==> src/rtl/player_pkg.sv <==
// Shared constants and types for the maze player controller: grid geometry,
// direction/state encodings, and the teleport pair table.
package player_pkg;

    localparam int TILE_W    = 32;
    localparam int TILE_H    = 30;
    localparam int GRID_COLS = 20;
    localparam int GRID_ROWS = 16;
    localparam int COL_W     = 5;
    localparam int ROW_W     = 4;
    localparam int PX_W      = 10;
    localparam int PY_W      = 9;
    localparam int NUM_TELE  = 5;

    typedef enum logic [1:0] {DIR_UP, DIR_DOWN, DIR_LEFT, DIR_RIGHT} dir_e;
    typedef enum logic [1:0] {IDLE, PROBE, TELE, WIN} state_e;

    typedef struct packed {
        logic [COL_W-1:0] col;
        logic [ROW_W-1:0] row;
    } tile_t;

    localparam tile_t START_TILE  = '{col: 5'd0,  row: 4'd0};
    localparam tile_t FINISH_TILE = '{col: 5'd17, row: 4'd13};

    // Pair i links TELE_A[i] and TELE_B[i]: pink, green, cyan, purple, grey.
    localparam tile_t TELE_A [NUM_TELE] = '{
        '{col: 5'd7,  row: 4'd5},
        '{col: 5'd13, row: 4'd3},
        '{col: 5'd0,  row: 4'd15},
        '{col: 5'd9,  row: 4'd8},
        '{col: 5'd17, row: 4'd12}
    };
    localparam tile_t TELE_B [NUM_TELE] = '{
        '{col: 5'd13, row: 4'd1},
        '{col: 5'd1,  row: 4'd8},
        '{col: 5'd8,  row: 4'd8},
        '{col: 5'd11, row: 4'd14},
        '{col: 5'd17, row: 4'd14}
    };

    // A tile that is not a teleport endpoint maps to itself.
    function automatic tile_t tele_partner(input tile_t t);
        tile_t p;
        p = t;
        for (int i = 0; i < NUM_TELE; i++) begin
            if (t == TELE_A[i])
                p = TELE_B[i];
            else if (t == TELE_B[i])
                p = TELE_A[i];
        end
        return p;
    endfunction

endpackage

==> src/rtl/player_tile_center.sv <==
// Converts a (col,row) tile coordinate into the pixel at the centre of that tile.
module tile_center
    import player_pkg::*;
(
    input  logic [COL_W-1:0] col,
    input  logic [ROW_W-1:0] row,
    output logic [PX_W-1:0]  px,
    output logic [PY_W-1:0]  py
);

    assign px = PX_W'(col) * PX_W'(TILE_W) + PX_W'(TILE_W / 2);
    assign py = PY_W'(row) * PY_W'(TILE_H) + PY_W'(TILE_H / 2);

endmodule

==> src/rtl/player_ctrl.sv <==
// Tile-based player movement controller: probes the map at the target tile,
// then resolves walls, lava, finish and teleports.
module player_ctrl
    import player_pkg::*;
(
    input  logic             clk,
    input  logic             reset,
    input  logic             move_valid,
    input  logic [1:0]       move_dir,
    output logic             move_ready,
    input  logic             restart,
    input  logic             walls,
    input  logic             lava_pits,
    input  logic             teleport_pink,
    input  logic             teleport_green,
    input  logic             teleport_cyan,
    input  logic             teleport_purple,
    input  logic             teleport_grey,
    input  logic             finish_line,
    output logic [PX_W-1:0]  probe_x,
    output logic [PY_W-1:0]  probe_y,
    output logic [COL_W-1:0] tile_col,
    output logic [ROW_W-1:0] tile_row,
    output logic [PX_W-1:0]  pos_x,
    output logic [PY_W-1:0]  pos_y,
    output logic             move_done,
    output logic             bumped,
    output logic             died,
    output logic             teleported,
    output logic             won,
    output logic [7:0]       deaths
);

    state_e state;
    tile_t  tile, tgt, nxt, probe_tile;
    logic   off_grid, tele_any;

    assign tele_any = teleport_pink | teleport_green | teleport_cyan |
                      teleport_purple | teleport_grey;

    always_comb begin
        nxt      = tile;
        off_grid = 1'b0;
        case (dir_e'(move_dir))
            DIR_UP: begin
                if (tile.row == '0) off_grid = 1'b1;
                else                nxt.row  = tile.row - 4'd1;
            end
            DIR_DOWN: begin
                if (tile.row == ROW_W'(GRID_ROWS - 1)) off_grid = 1'b1;
                else                                   nxt.row  = tile.row + 4'd1;
            end
            DIR_LEFT: begin
                if (tile.col == '0) off_grid = 1'b1;
                else                nxt.col  = tile.col - 5'd1;
            end
            DIR_RIGHT: begin
                if (tile.col == COL_W'(GRID_COLS - 1)) off_grid = 1'b1;
                else                                   nxt.col  = tile.col + 5'd1;
            end
            default: ;
        endcase
    end

    always_ff @(posedge clk) begin
        if (reset) begin
            state      <= IDLE;
            tile       <= START_TILE;
            tgt        <= START_TILE;
            won        <= 1'b0;
            deaths     <= 8'd0;
            move_done  <= 1'b0;
            bumped     <= 1'b0;
            died       <= 1'b0;
            teleported <= 1'b0;
        end else begin
            move_done  <= 1'b0;
            bumped     <= 1'b0;
            died       <= 1'b0;
            teleported <= 1'b0;
            case (state)
                IDLE: begin
                    if (move_valid) begin
                        if (off_grid) begin
                            move_done <= 1'b1;
                            bumped    <= 1'b1;
                        end else begin
                            tgt   <= nxt;
                            state <= PROBE;
                        end
                    end
                end
                PROBE: begin
                    if (walls) begin
                        bumped    <= 1'b1;
                        move_done <= 1'b1;
                        state     <= IDLE;
                    end else if (lava_pits) begin
                        tile      <= START_TILE;
                        if (deaths != 8'hFF) deaths <= deaths + 8'd1;
                        died      <= 1'b1;
                        move_done <= 1'b1;
                        state     <= IDLE;
                    end else if (finish_line) begin
                        tile      <= tgt;
                        won       <= 1'b1;
                        move_done <= 1'b1;
                        state     <= WIN;
                    end else if (tele_any) begin
                        tile  <= tgt;
                        state <= TELE;
                    end else begin
                        tile      <= tgt;
                        move_done <= 1'b1;
                        state     <= IDLE;
                    end
                end
                // The arrival tile is taken as-is; it is never probed again.
                TELE: begin
                    tile       <= tele_partner(tile);
                    teleported <= 1'b1;
                    move_done  <= 1'b1;
                    state      <= IDLE;
                end
                WIN: begin
                    if (restart) begin
                        tile   <= START_TILE;
                        won    <= 1'b0;
                        deaths <= 8'd0;
                        state  <= IDLE;
                    end
                end
                default: state <= IDLE;
            endcase
        end
    end

    assign move_ready = (state == IDLE);
    assign tile_col   = tile.col;
    assign tile_row   = tile.row;
    assign probe_tile = (state == PROBE) ? tgt : tile;

    tile_center u_probe_center (
        .col (probe_tile.col),
        .row (probe_tile.row),
        .px  (probe_x),
        .py  (probe_y)
    );

    tile_center u_pos_center (
        .col (tile.col),
        .row (tile.row),
        .px  (pos_x),
        .py  (pos_y)
    );

endmodule

==> config.mk <==
export PLATFORM = sky130hd
export DESIGN_NAME = player_ctrl
export DESIGN_NICKNAME = d
export VERILOG_FILES = /design/src/rtl/player_pkg.sv /design/src/rtl/player_tile_center.sv /design/src/rtl/player_ctrl.sv
export SDC_FILE = /design/constraint.sdc
export NUM_CORES = 1
export LEC_CHECK = 0
export ABC_AREA = 1
export BUFFER_PORTS_ARGS = -buffer_cell sky130_fd_sc_hd__buf_2
export CAP_MARGIN = 40
export CORE_ASPECT_RATIO = 0.5
export CORE_MARGIN = 2
export CORE_UTILIZATION = 30
export CTS_CLUSTER_SIZE = 10
export DETAILED_ROUTE_END_ITERATION = 10
export RECOVER_POWER = 100
export SLEW_MARGIN = 20
export SYNTH_ARGS = -nofsm -noshare
export SYNTH_HDL_FRONTEND = slang
export SYNTH_SLANG_ARGS = --single-unit
==> constraint.sdc <==
create_clock -name clk -period 4 [get_ports clk]
set_input_delay 0.6 -clock clk [delete_from_list [all_inputs] [get_ports clk]]
set_output_delay 0.6 -clock clk [all_outputs]
set_load 0.02 [all_outputs]
# After elaboration in Yosys (flattened, before gate mapping)
# Index checks and enable logic that the tools add are counted.
# word_totals
ff_bits,33
wordCells,123
out_inout_bits,61
in_bits,14
# classes
n_mul,2
addsub,9
n_bitwise,6
reduce_logical,12
eq_ne,28
mux,55
# ops
op,count
9-bit two-way mux,14
"9-bit by 8-bit equality test with 1-bit output, second input constant",5
8-bit two-way mux,4
9-bit case mux with 3 select lines,1
"10-bit by 5-bit adder with 10-bit output, second input constant",2
"9-bit by 4-bit adder with 9-bit output, second input constant",2
"9-bit equality test, second input constant",2
1-bit two-way mux,17
"4-bit by 4-bit multiplier with 8-bit output, second input constant",2
"2-bit inequality test, second input constant",8
8-bit case mux with 2 select lines,1
2-bit two-way mux,7
"11-bit inequality test, second input constant",1
5-bit two-way mux,2
5-bit case mux with 2 select lines,1
5-bit AND reduction,2
"9-bit by 4-bit equality test with 1-bit output, second input constant",1
"9-bit by 5-bit equality test with 1-bit output, second input constant",1
"9-bit by 7-bit equality test with 1-bit output, second input constant",1
"8-bit by 1-bit adder with 8-bit output, second input constant",1
"2-bit equality test, second input constant",4
4-bit two-way mux,2
"8-bit inequality test, second input constant",1
2-bit case mux with 4 select lines,1
other kinds (21),29

# Longest topological paths before layout
# depth
word_depth,12
mapped_depth,16

# Cells and area by module
# A second synthesis with hierarchy kept.
# hier_totals
cells_unflattened,611
hier_area_um2,3858.7
# by_module_without_submodules
module,area_each_um2,instances,seq_area_each_um2,cells_each
player_ctrl,2519.9,1,660.6,409
tile_center,669.4,2,0.0,101

# Worst setup path after synthesis
# No wires, ideal clock.
# synth_path
path_type,register -> output
from,register state[1]
to,output probe_y[8]
stages_incl_launch_ff,16
path_buffers,1
required_ps,3400
arrival_ps,3864
slack_ps,-464
cell_sequence,dfxtp_1 inv_2 nand2_2 clkbuf_1 nand2_1 o21ai_0 inv_1 fa_1 fa_1 inv_1 fa_1 xor2_1 nor2_1 nand2_1 nand3b_1 xor2_1
# synth_between
elab_chain_cells,4
# synth_rtl
item,line_no,rtl
"start, declared",player_ctrl.sv:34,state_e state;
"start signal, assigned",player_ctrl.sv:67,state <= IDLE;
"start signal, assigned",player_ctrl.sv:89,state <= PROBE;
"start signal, assigned",player_ctrl.sv:97,state <= IDLE;
2-bit by 1-bit equality test with 1-bit output,player_ctrl.sv:141,assign probe_tile = (state == PROBE) ? tgt : tile;
9-bit two-way mux,player_ctrl.sv:141,
4-bit by 4-bit multiplier with 8-bit output,player_tile_center.sv:12,assign py = PY_W'(row) * PY_W'(TILE_H) + PY_W'(TILE_H / 2);
9-bit by 4-bit adder with 9-bit output,player_tile_center.sv:12,
"end, declared",player_ctrl.sv:21,"output logic [PY_W-1:0] probe_y,"
# Every way passes these cells.

# Final worst setup path
# Ends and elaborated chain as after synthesis.

==> out/qor.csv <==
metric,value,unit
die footprint,0.0129,mm²
synth unique cells,38,
later-pin clock latency in the skew report,270,ps
Final Max Slew Viols,0,
site row count,28,
Max Root-Sink Buffers,2,
TritonCTS Buffers,5,
Antenna Nets Post-Route,0,
critical-path cell list,inv_4 -> nand2_8 -> o21ai_4 -> inv_4 -> fa_1 -> fa_1 -> inv_2 -> fa_2 -> xor2_1 -> nor2_1 -> nand2_1 -> nand3b_1 -> xor2_2 -> buf_4,
Worst Max-Slew Pin Slew,550,ps
total grt overflow,0,
clock slew at reported path FFs,50,ps
"CP delay by family, top",adder cells,
worst path bufs/invs,4,
crit path launch type,flip-flop,
setup tns final,0,ps
hold crit path type,flip-flop to flip-flop,
Initial Util,0.306,
DRT iter0 DRCs,274,
Worst Path Max Fanout,7,
CTS H-tree depth,2,
Detailed Route WL,9440,µm
via count,3528,
CTS sink cnt,33,
Worst IR Drop VDD,0.186,mV
Cells after DPL,769,
"non-filler cells, final",782,
"commonest non-fill, non-tap cell in the layout",nand2_1,
Mapped Cells,545,
top achievable clock speed,256,MHz
CP max stage delay,550,ps
prevailing post-synth register cell,dfxtp_1,
fraction of registers with async set or reset after synthesis,0,
WL/cell,12.1,µm
Die Span Y,81.4,µm
RSZ-0062 raised after global routing,yes,
area of the core,0.0117,mm²
CTS tree,done,
Max-cap violations,0,
vias in the first global route,3343,
Layout Skew,6.65,ps
setup violators final,0,
First-pass DRT Iterations,4,
num ports,75,
initial antenna violation count,0,
Final Hold Fails,0,
layout cells sized above 1,0.207,
sequential share of the synthesized area,0.184,
CP Class,flip-flop to output pin,
drc violations,0,
Rel. slew slack,0.631,
Area growth syn-to-layout,20.3,%
largest net degree at the start of global routing,20,
crit path DAT,3300,ps
Design Power,1.48,mW
first-pass GRT wire length,15900,µm
cts hold-fix bufs,0,
dpl ws,122,ps
cell area after synthesis,0.00359,mm²
sequential cell area,664,µm²
WHS,484,ps
Post-Syn Area per Cell,6.59,µm²
fin nets,679,
CP endpoint kind,output pin,
Syn. warnings,0,
#FFs+latches synth,33,
"commonest non-fill, non-tap cells in the layout","127 x nand2_1, 72 x inv_1, 60 x nor2_1, 60 x buf_2, 40 x nand3_1",
Tot GR Track Use,0.150,
CTS root buf,clkbuf_16,
"EDFF count, synth",0,
GPL Wtd Cong,0.881,
final worst slack,98.8,ps
status,completed,
Die Wd,159,µm
Multi-input gate area,0.00255,mm²
Ant. Diodes,0,
vias per cell,4.51,
Final period util,0.975,
Power Dens Cells,343,mW/mm²
"Slowest-stage cell, CP",fa_1,
"Req. time, crit path",3400,ps
hpwl dp,7500,µm
IO buf count,62,
Final min period,3900,ps
Fillers,1266,
P_leak,2.33,nW
[cell families (layout without fill, tap and decap cells)]
family | Yosys count | in the layout | synth area share
simple gates | 266 | 266 | 0.331
buf+inv | 106 | 168 | 0.134
compound gates | 66 | 66 | 0.104
fa+ha+maj | 47 | 47 | 0.185
flops | 33 | 33 | 0.184
xor+xnor | 25 | 25 | 0.0610
other cells | 2 | 12 | 0.00209
[worst min-delay path, delay by kind of cell, from the launching register on]
| family | cells | cell delay, ps |
|---|---|---|
| AND/OR/NAND/NOR | 1 | 80 |
| AO/OA/AOI/OAI | 1 | 40 |
| flip-flops | 1 | 320 |
[synthesized netlist by cell type (2+ instances only)]
master	count	share of area
a21oi_1	29	0.040
a22oi_1	2	0.0042
buf_2	3	0.0042
buf_4	17	0.036
buf_6	2	0.0063
clkbuf_1	4	0.0042
conb_1	2	0.0021
dfxtp_1	33	0.18
fa_1	10	0.056
ha_1	37	0.13
inv_1	76	0.079
inv_2	3	0.0031
nand2_1	129	0.13
nand3_1	40	0.056
nand3_2	3	0.0084
nand3b_1	4	0.0084
nand4_1	11	0.019
nor2_1	59	0.062
nor2_2	6	0.010
nor2_4	2	0.0063
nor3_1	3	0.0042
o211ai_1	6	0.013
o21ai_0	23	0.032
or2_2	4	0.0070
xnor2_1	10	0.024
xor2_1	15	0.037
[flip-flops by register name (all words and copies together), names as in the netlist]
signal	flops
move_done	1
tile_row	4
deaths	8
tile_col	5
state	2
bumped	1
teleported	1
won	1
tgt	9
died	1
[cell type report]
type	instances	share of cell area
multi-input cells	416	0.590
clock inverters	1	0.00116
repair buffers	82	0.108
flip-flops and latches	33	0.154
clock buffers	5	0.0290
inverters	80	0.0706
well taps	165	0.0478
[per-stage QoR]
stage | utilization | instance area (µm²)
global route | 0.368 | 4320
global placement | 0.347 | 4070
detailed placement | 0.347 | 4070
finish | 0.368 | 4320
CTS | 0.365 | 4280
floorplan | - | 3640
[path summary, 6_finish.rpt]
| path | depth (start not counted) | startpoint | slack (ps) | endpoint |
|---|---|---|---|---|
| min | 2 | tgt[4] | 480 | tgt[4] |
| max reg2reg | 12 | tile_col[0] | 1500 | tgt[5] |
| max | 14 | state[1] | 100 | probe_y[8] |
| min reg2reg | 2 | tgt[4] | 480 | tgt[4] |
[power by group]
| group | internal [mW] | switching [mW] | total, mW |
|---|---|---|---|
| logic | 0.279 | 0.469 | 0.748 |
| clock network | 0.222 | 0.132 | 0.354 |
| registers | 0.352 | 0.0287 | 0.381 |
[metal layers]
| layer | track usage | up-vias | share of wire |
|---|---|---|---|
| li1 | - | 1835 | - |
| met1 | 0.211 | 1600 | 0.51 |
| met2 | 0.251 | 86 | 0.43 |
| met3 | 0.0220 | 7 | 0.052 |
| met4 | 0.0229 | 0 | 0.0064 |
| met5 | 0 | - | 0 |
[timing repair]
| item | in CTS | in global routing |
|---|---|---|
| endpoints found under the hold margin | 0 | 0 |
| gates resized for setup | 14 | 8 |
| setup buffers | 5 | 2 |
| pin swaps | 7 | 7 |
| setup endpoints to repair | 3 | 6 |
Power figures use the tool's default switching activity.
